### src/rtl/inst_enc_pkg.sv
// ----------------------------------------------------------------------------
// inst_enc_pkg : opcode/funct constants, error/state enums and the field packer
// Revision     : 1.0
// ----------------------------------------------------------------------------
`default_nettype none

package inst_enc_pkg;

  localparam logic [6:0] OP_LOAD   = 7'b0000011;
  localparam logic [6:0] OP_IMM    = 7'b0010011;
  localparam logic [6:0] OP_STORE  = 7'b0100011;
  localparam logic [6:0] OP_BRANCH = 7'b1100011;
  localparam logic [6:0] OP_R      = 7'b0110011;

  localparam logic [2:0] F3_SLL = 3'b001;
  localparam logic [2:0] F3_SR  = 3'b101;

  localparam logic [6:0] F7_ZERO = 7'b0000000;
  localparam logic [6:0] F7_SRA  = 7'b0100000;

  typedef enum logic [1:0] {
    ERR_NONE   = 2'b00,
    ERR_RANGE  = 2'b01,
    ERR_ALIGN  = 2'b10,
    ERR_OPCODE = 2'b11
  } err_e;

  typedef enum logic [0:0] {
    RUN  = 1'b0,
    HALT = 1'b1
  } state_e;

  typedef struct packed {
    logic [31:0] inst;
    err_e        err;
  } enc_result_t;

  function automatic enc_result_t encode(
    input logic [6:0]  op,
    input logic [2:0]  f3,
    input logic [6:0]  f7,
    input logic [4:0]  rd,
    input logic [4:0]  rs1,
    input logic [4:0]  rs2,
    input logic [31:0] imm
  );
    enc_result_t r;
    logic        fits12;
    logic        fits13;
    logic        fits_sh;
    // An N-bit signed value fits when every bit above the sign bit matches it
    fits12  = (&imm[31:11]) | ~(|imm[31:11]);
    fits13  = (&imm[31:12]) | ~(|imm[31:12]);
    fits_sh = ~(|imm[31:5]);
    r.inst  = '0;
    r.err   = ERR_NONE;
    case (op)
      OP_R: r.inst = {f7, rs2, rs1, f3, rd, op};
      OP_LOAD: begin
        r.inst = {imm[11:0], rs1, f3, rd, op};
        if (!fits12) r.err = ERR_RANGE;
      end
      OP_IMM: begin
        if (f3 == F3_SLL) begin
          r.inst = {F7_ZERO, imm[4:0], rs1, f3, rd, op};
          if (!fits_sh) r.err = ERR_RANGE;
        end else if (f3 == F3_SR) begin
          r.inst = {f7, imm[4:0], rs1, f3, rd, op};
          if (!fits_sh || (f7 != F7_ZERO && f7 != F7_SRA)) r.err = ERR_RANGE;
        end else begin
          r.inst = {imm[11:0], rs1, f3, rd, op};
          if (!fits12) r.err = ERR_RANGE;
        end
      end
      OP_STORE: begin
        r.inst = {imm[11:5], rs2, rs1, f3, imm[4:0], op};
        if (!fits12) r.err = ERR_RANGE;
      end
      OP_BRANCH: begin
        r.inst = {imm[12], imm[10:5], rs2, rs1, f3, imm[4:1], imm[11], op};
        if (imm[0])       r.err = ERR_ALIGN;
        else if (!fits13) r.err = ERR_RANGE;
      end
      default: r.err = ERR_OPCODE;
    endcase
    return r;
  endfunction

endpackage

`default_nettype wire

### src/rtl/enc_fifo2.sv
// ----------------------------------------------------------------------------
// enc_fifo2 : two-entry FIFO; push while full and pop while empty are ignored
// Revision  : 1.0
// ----------------------------------------------------------------------------
`default_nettype none

module enc_fifo2 #(
  parameter int W = 32
) (
  input  logic         clk,
  input  logic         rst_n,
  input  logic         push,
  input  logic [W-1:0] push_data,
  input  logic         pop,
  output logic [W-1:0] rd_data,
  output logic         full,
  output logic         empty
);

  logic [W-1:0] mem_q [2];
  logic [W-1:0] mem_d [2];
  logic         wr_ptr_q, wr_ptr_d;
  logic         rd_ptr_q, rd_ptr_d;
  logic [1:0]   count_q, count_d;
  logic         push_ok, pop_ok;

  assign full    = (count_q == 2'd2);
  assign empty   = (count_q == 2'd0);
  assign rd_data = mem_q[rd_ptr_q];
  assign push_ok = push && !full;
  assign pop_ok  = pop && !empty;

  always_comb begin
    mem_d[0] = mem_q[0];
    mem_d[1] = mem_q[1];
    wr_ptr_d = wr_ptr_q;
    rd_ptr_d = rd_ptr_q;
    count_d  = count_q + {1'b0, push_ok} - {1'b0, pop_ok};
    if (push_ok) begin
      mem_d[wr_ptr_q] = push_data;
      wr_ptr_d        = ~wr_ptr_q;
    end
    if (pop_ok) begin
      rd_ptr_d = ~rd_ptr_q;
    end
  end

  always_ff @(posedge clk) begin
    if (!rst_n) begin
      mem_q[0] <= '0;
      mem_q[1] <= '0;
      wr_ptr_q <= 1'b0;
      rd_ptr_q <= 1'b0;
      count_q  <= 2'd0;
    end else begin
      mem_q[0] <= mem_d[0];
      mem_q[1] <= mem_d[1];
      wr_ptr_q <= wr_ptr_d;
      rd_ptr_q <= rd_ptr_d;
      count_q  <= count_d;
    end
  end

endmodule

`default_nettype wire

### src/rtl/inst_encoder.sv
// ----------------------------------------------------------------------------
// inst_encoder : packs decoded RISC-V fields into 32-bit words with range
//                checking, a 2-deep output FIFO and sequential byte addresses
// Revision     : 1.0
// ----------------------------------------------------------------------------
`default_nettype none

module inst_encoder
  import inst_enc_pkg::*;
#(
  parameter int ADDR_W      = 8,
  parameter bit STOP_ON_ERR = 1'b1
) (
  input  logic              clk,
  input  logic              rst_n,
  input  logic              in_valid,
  output logic              in_ready,
  input  logic [6:0]        in_opcode,
  input  logic [2:0]        in_funct3,
  input  logic [6:0]        in_funct7,
  input  logic [4:0]        in_rd,
  input  logic [4:0]        in_rs1,
  input  logic [4:0]        in_rs2,
  input  logic [31:0]       in_imm,
  output logic              out_valid,
  input  logic              out_ready,
  output logic [31:0]       out_inst,
  output logic [ADDR_W-1:0] out_addr,
  output logic              err_valid,
  output logic [1:0]        err_code,
  input  logic              err_clear,
  output logic [15:0]       enc_count
);

  state_e            state_q, state_d;
  logic [ADDR_W-1:0] addr_q, addr_d;
  logic [15:0]       count_q, count_d;
  logic              err_valid_q, err_valid_d;
  err_e              err_code_q, err_code_d;

  enc_result_t enc;
  logic        fifo_full, fifo_empty;
  logic        accept, push, pop, enc_err;

  assign enc     = encode(in_opcode, in_funct3, in_funct7, in_rd, in_rs1, in_rs2, in_imm);
  assign enc_err = (enc.err != ERR_NONE);

  assign in_ready  = (state_q == RUN) && !fifo_full;
  assign accept    = in_valid && in_ready;
  assign push      = accept && !enc_err;
  assign out_valid = !fifo_empty;
  assign pop       = out_valid && out_ready;

  enc_fifo2 #(
    .W (32)
  ) u_fifo (
    .clk       (clk),
    .rst_n     (rst_n),
    .push      (push),
    .push_data (enc.inst),
    .pop       (pop),
    .rd_data   (out_inst),
    .full      (fifo_full),
    .empty     (fifo_empty)
  );

  // The address belongs to the head, so it only moves when the head leaves
  always_comb begin
    state_d     = state_q;
    addr_d      = addr_q;
    count_d     = count_q;
    err_valid_d = accept && enc_err;
    err_code_d  = (accept && enc_err) ? enc.err : ERR_NONE;
    if (pop) begin
      addr_d = addr_q + ADDR_W'(4);
    end
    if (push && count_q != 16'hFFFF) begin
      count_d = count_q + 16'd1;
    end
    case (state_q)
      RUN: begin
        if (accept && enc_err && STOP_ON_ERR) state_d = HALT;
      end
      HALT: begin
        if (err_clear) state_d = RUN;
      end
      default: state_d = RUN;
    endcase
  end

  always_ff @(posedge clk) begin
    if (!rst_n) begin
      state_q     <= RUN;
      addr_q      <= '0;
      count_q     <= 16'd0;
      err_valid_q <= 1'b0;
      err_code_q  <= ERR_NONE;
    end else begin
      state_q     <= state_d;
      addr_q      <= addr_d;
      count_q     <= count_d;
      err_valid_q <= err_valid_d;
      err_code_q  <= err_code_d;
    end
  end

  assign out_addr  = addr_q;
  assign err_valid = err_valid_q;
  assign err_code  = err_code_q;
  assign enc_count = count_q;

endmodule

`default_nettype wire

### config.mk
export PLATFORM = sky130hd
export DESIGN_NAME = inst_encoder
export DESIGN_NICKNAME = d
export VERILOG_FILES = /design/src/rtl/inst_enc_pkg.sv /design/src/rtl/enc_fifo2.sv /design/src/rtl/inst_encoder.sv
export SDC_FILE = /design/constraint.sdc
export NUM_CORES = 1
export LEC_CHECK = 0
export CAP_MARGIN = 40
export CORE_ASPECT_RATIO = 1.75
export CORE_UTILIZATION = 50
export DETAILED_ROUTE_END_ITERATION = 7
export DONT_BUFFER_PORTS = 1
export PLACE_DENSITY = 0.73
export SLEW_MARGIN = 25
export SYNTH_ARGS = -nofsm -noshare
export SYNTH_HDL_FRONTEND = slang
export SYNTH_SLANG_ARGS = --single-unit
### constraint.sdc
create_clock -name clk -period 2.9 [get_ports clk]
set_input_delay 0.435 -clock clk [delete_from_list [all_inputs] [get_ports clk]]
set_output_delay 0.435 -clock clk [all_outputs]
set_load 0.1 [all_outputs]
Word level (Yosys, flattened, before mapping)
Memory sizes are Yosys's and may differ from the RTL's. A register that Yosys moved wholly into a read port is not among the register bits.
Index checks and enable logic that the tools add are counted.
{ "totals": {"regBits": 32, "mem_bits_rw": 64, "in_bits": 69, "out_inout_bits": 61, "elab_cells": 81, "mem_count": 1} }
{ "classes": {"add_sub_neg": 4, "n_lt_le_gt_ge": 2, "eq_ne": 10, "n_mux": 22, "bitwise": 10, "reduce_logical": 24} }
{ "mem_list": {"columns": ["name", "depth", "width", "rd", "rd_ports_with_merged_regs", "write_ports", "line", "rtl"], "rows": [
  ["u_fifo.mem_q", 2, 32, 3, 1, 2, "enc_fifo2.sv:20", "logic [W-1:0] mem_q [2];"]
]} }
{ "ops": {"columns": ["operator", "count"], "rows": [
  ["case mux 32 bit (5 select lines)", 1],
  ["two-way mux 32 bit", 3],
  ["two-way mux 34 bit", 2],
  ["bitwise mux 64 bit", 1],
  ["two-way mux 64 bit", 1],
  ["demux 32 bit (select 1 bit)", 1],
  ["OR reduction 27 bit", 1],
  ["AND reduction 21 bit", 1],
  ["OR reduction 21 bit", 1],
  ["AND reduction 20 bit", 1],
  ["OR reduction 20 bit", 1],
  ["adder 16 x 1 -> 16 bit, second input constant", 1],
  ["!= test 16 bit, second input constant", 1],
  ["equality test 7 x 6 -> 1 bit, second input constant", 2],
  ["logical AND 1 bit", 10],
  ["two-way mux 1 bit", 10],
  ["adder 8 x 3 -> 8 bit, second input constant", 1],
  ["case mux 2 bit (4 select lines)", 1],
  ["equality test 7 x 2 -> 1 bit, second input constant", 1],
  ["equality test 7 x 5 -> 1 bit, second input constant", 1],
  ["equality test 7 bit, second input constant", 1],
  ["!= test 7 x 6 -> 1 bit, second input constant", 1],
  ["nonzero test 7 bit", 1],
  ["inverter 1 bit", 5],
  ["17 further kinds", 22]
]} }

Depth between registers and ports, before layout
{ "depth": {"depth_word": 13, "mapped_depth": 11, "ltp_nobuf": 9} }

Hierarchy
Synthesis repeated with hierarchy kept, for this count alone.
{ "hier_totals": {"cells_unflattened": 573, "hier_area_um2": 5037.3} }
{ "by_module_without_submodules": {"columns": ["module", "instances", "cells_per_inst", "area_each_um2", "seq_area_each_um2"], "rows": [
  ["enc_fifo2", 1, 304, 3039.2, 1381.3],
  ["inst_encoder", 1, 269, 1998.2, 520.5]
]} }

Worst setup path before layout
No wires, ideal clock.
{ "synth_path": {"path_kind": "register -> register", "start": "register u_fifo.count_q[0]", "end": "register count_q[13] (netlist: enc_count[13])", "setup_ns": 0.072, "t_arrival_ns": 3.077, "required_time_ns": 2.828, "path_slack_ns": -0.249, "path_stages_with_launch": 8, "path_buffers": 1, "period_less_slack_ns": 3.149, "path_cell_list": "dfxtp_1 inv_1 a21oi_1 and3_1 o31ai_1 clkbuf_1 nor4_1 mux2i_1"} }
{ "synth_via": {"elab_chain_len": 6} }
{ "synth_rtl": {"columns": ["item", "line", "rtl"], "rows": [
  ["start: declaration", "enc_fifo2.sv:24", "logic [1:0] count_q, count_d;"],
  ["start signal: assignment", "enc_fifo2.sv:60", "count_q <= count_d;"],
  ["equality test 2 bit", "enc_fifo2.sv:27", "assign full = (count_q == 2'd2);"],
  ["logical NOT 1 bit", "inst_encoder.sv:48", "assign in_ready = (state_q == RUN) && !fifo_full;"],
  ["logical AND 1 bit", "inst_encoder.sv:48", null],
  ["net in_ready", "inst_encoder.sv:17", "output logic in_ready,"],
  ["logical AND 1 bit", "inst_encoder.sv:49", "assign accept = in_valid && in_ready;"],
  ["logical AND 1 bit", "inst_encoder.sv:50", "assign push = accept && !enc_err;"],
  ["logical AND 1 bit", "inst_encoder.sv:77", "if (push && count_q != 16'hFFFF) begin"],
  ["end signal: assignment", "inst_encoder.sv:101", "count_q <= count_d;"],
  ["end: declaration", "inst_encoder.sv:37", "logic [15:0] count_q, count_d;"]
]} }
The timed path passes the listed nets, and every way through them passes these cells.
A chain may end at the register's enable or synchronous reset.

==> results.cfg <==
[outcome]
status = finished, final reports clean

[global_routing]
grt_overflow = 0
grt_pass1_wl_um = 17500
grt_pass1_vias = 3744
grtUsageTotal_pct = 24.0
grt_max_degree = 121
antenna_found_initial = 0

[worst_setup_path]
slowest_delay_ns = 0.54
critical_path_class = in -> reg
critPathArrivalTime_ns = 2.68
reg2reg_depth = 9
path_cells = or4_1 -> o31ai_2 -> a31oi_1 -> o311a_1 -> or4_1 -> buf_4 -> and3_1
reg2reg_slack_ns = 0.89
crit_required_ns = 3.14
r2r-start = u_fifo.count_q[1]$_SDFF_PN0_
rr_endpoint = u_fifo.count_q[1]$_SDFF_PN0_
startpoint_type = primary input
slowest_stage = or4_1
path_common_cell = or4_1
critPathMaxFanout = 13
critPathCaptureType = flip-flop

[synth]
synth_cells = 525
avgSynthCellArea_um2 = 9.04
ys_ff_latch = 95
yosys_warnings = 0
synth_edf_count = 0
synth_cell_type_count = 48
yosysSeqAreaShare_pct = 40.1
ys_top_cells_by_area = dfxtp_1 40%, mux2i_1 14%, mux2_2 7.8%
ys.flop_type = dfxtp_1
netlist.top_cell.by_area = dfxtp_1
async_reset_ff_share_pct = 0
synth_top_area_share_pct = 40.1
syn_area_mm2 = 0.00474

[cts]
cts_made_buffers = 9
cts_setup_buffers = 0
cts_tree = built
cts_resized = 0
htree_levels = 3
cts_root_buffer = clkbuf_16
hold_buffers = 0
cts.sinks = 95
clockBufferDepth = 2
insertion_delay_ns = 0.34
clk_pin_slew_worst_paths_ns = 0.07

[floorplanning]
die_h_um = 131
fp.dieW_um = 75.6
design.core.area_mm2 = 0.00915
die_area_mm2 = 0.00990
ios = 130
rows = 46
initial_core_util_pct = 51.8

[pwr]
seqPwrFrac_pct = 45.5
p_sw_uw = 947
p_leak_uw = 0.00223
combPwrFrac_pct = 19.2
p_clk_share_pct = 35.3
swShare_pct = 30.9
p_per_area_mw_per_mm2 = 567
peakVddDrop_mv = 0.471
p_int_uw = 2110

[placement]
place_ws_ns = 0.118
placed_area_mm2 = 0.00513
globalplace.congestion = 0.841
portBuffers = 0
dp_hpwl_um = 8830

[cells_and_area]
final_cell_mix = 98 x nand2_1, 95 x dfxtp_1, 68 x mux2i_1
diodes = 0
syn_to_final_growth_pct = 13.7
mostFrequentLayoutCell = nand2_1
final_net_count = 615
fin_area_mm2 = 0.00539
drive_gt1_share_pct = 18.1

[drt]
drt_iter0_drc = 131
finalWirelength_um = 12000
routed_via_density = 5.89
drt_pass1_iterations = 4
ant_nets = 0
vias = 3926
post_drt_wl_per_cell_um = 18.0
drcViolationCount = 0

[timing]
skew_ns = 0.00780
fin_crit_sh_pct = 84.1
final.setup.tns_ns = 0
fin_crit_ns = 2.44
finalSetupViolCount = 0
rsz0062_at_grt = false
final_max_slew_viol_count = 0
setup_slack_ns = 0.460
worst_pin_slew_ns = 0.787
fmax_ghz = 0.410
maxSlewHeadroom_pct = 47.2
finalHoldViolCount = 0

[hold_path]
holdPathStages = 1
hp-class = in -> reg
hold-path-endpoint = state_q$_SDFF_PN0_
min_from = err_clear

[flow_run]
drv_cap = 0
==> cells by family after synthesis <==
logic type / count (synthesis) / synth area share, %
AO/OA/AOI/OAI: 53 / 8.73
adder cells (fa/ha/maj): 4 / 1.05
multiplexers: 101 / 22.2
buffers and inverters: 50 / 4.46
other: 1 / 0.0790
flip-flops: 95 / 40.1
XOR/XNOR: 8 / 1.48
AND/OR/NAND/NOR: 213 / 21.9
==> final cells by class <==
| cell class | instances | area (um^2) |
|---|---|---|
| clock buffer | 11 | 233 |
| clock inverter | 5 | 35.0 |
| fill | 800 | 3760 |
| inverter | 11 | 41.3 |
| multi-input combinational | 381 | 2650 |
| sequential | 95 | 1900 |
| tap | 120 | 150 |
| timing repair buffer | 44 | 388 |
==> power by group through the flow <==
stage / logic, uW / clock network, uW / registers, uW
after floorplan: 438 / 0 / 1480
after detailed placement: 591 / 0 / 1420
after global routing: 622 / 1150 / 1400
final: 588 / 1080 / 1390
after global placement: 526 / 0 / 1460
after CTS: 592 / 1100 / 1390
==> critical path: cells and delay by family <==
family / cells / cell delay (ns)
AND/OR/NAND/NOR: 3 / 1.21
buffers and inverters: 1 / 0.23
AO/OA/AOI/OAI: 3 / 0.80
==> worst max path at each step <==
stage                                  endpoint    startpoint  slack [ns]  cells after the start
4_1_cts                             out_inst[5]     flip-flop        0.45                      2
2_1_floorplan      u_fifo.count_q[1]$_SDFF_PN0_  in_funct7[0]        0.32                     10
5_1_grt        u_fifo.mem_q[0][28]$_SDFFE_PN0P_  in_funct7[0]        0.31                      8
6_report        u_fifo.mem_q[0][2]$_SDFFE_PN0P_  in_funct7[0]        0.46                      7
3_3_place_gp    u_fifo.mem_q[0][3]$_SDFFE_PN0P_  in_funct7[0]        0.17                      7
3_5_place_dp    u_fifo.mem_q[0][2]$_SDFFE_PN0P_  in_funct7[0]        0.12                      7
==> registers in the layout, indices dropped and copies added, names as in the netlist, named ones only <==
signal / flops
u_fifo.mem_q: 64
enc_count: 16
out_addr: 6
err_code: 2
u_fifo.count_q: 2
err_valid: 1
state_q: 1
u_fifo.rd_ptr_q: 1
u_fifo.wr_ptr_q: 1
==> cells in the mapped netlist, types with 2 or more instances <==
master,number
nand2_1,98
dfxtp_1,95
mux2i_1,68
mux2_2,33
clkbuf_1,23
nor4_1,21
nand3_1,20
a22o_1,16
nand4_1,16
nor2_1,16
nand2b_1,14
a21oi_1,10
inv_1,10
and3_1,9
buf_2,7
buf_1,6
a211oi_1,4
ha_1,4
nor3_1,4
o31ai_1,4
or4_1,4
xnor2_1,4
xor2_1,4
o21a_1,3
o21ai_0,3
or2_2,3
and2_1,2
buf_4,2
nand4b_1,2
o211a_1,2
==> per-stage QoR <==
| step | std cells | hold slack (ns) | total power, uW | util (%) |
|---|---|---|---|---|
| finish | 667 | 0.197 | 3060 | 58.9 |
| global route | 667 | 0.182 | 3170 | 58.9 |
| detailed placement | 651 | 0.438 | 2010 | 56.0 |
| floorplan | 526 | 0.422 | 1920 | - |
| CTS | 667 | 0.169 | 3080 | 58.9 |
| global placement | 645 | 0.429 | 1990 | 55.0 |
==> routing by layer <==
layer  global-route usage [%]  up-vias  share of wire (%)
met5                        0        -                  0
met4                     16.3        0                5.1
met1                     23.3     1844                 37
met3                     7.44       39                6.5
met2                     41.9      131                 51
li1                         -     1912                  -
(Power assumes the default switching activity.)
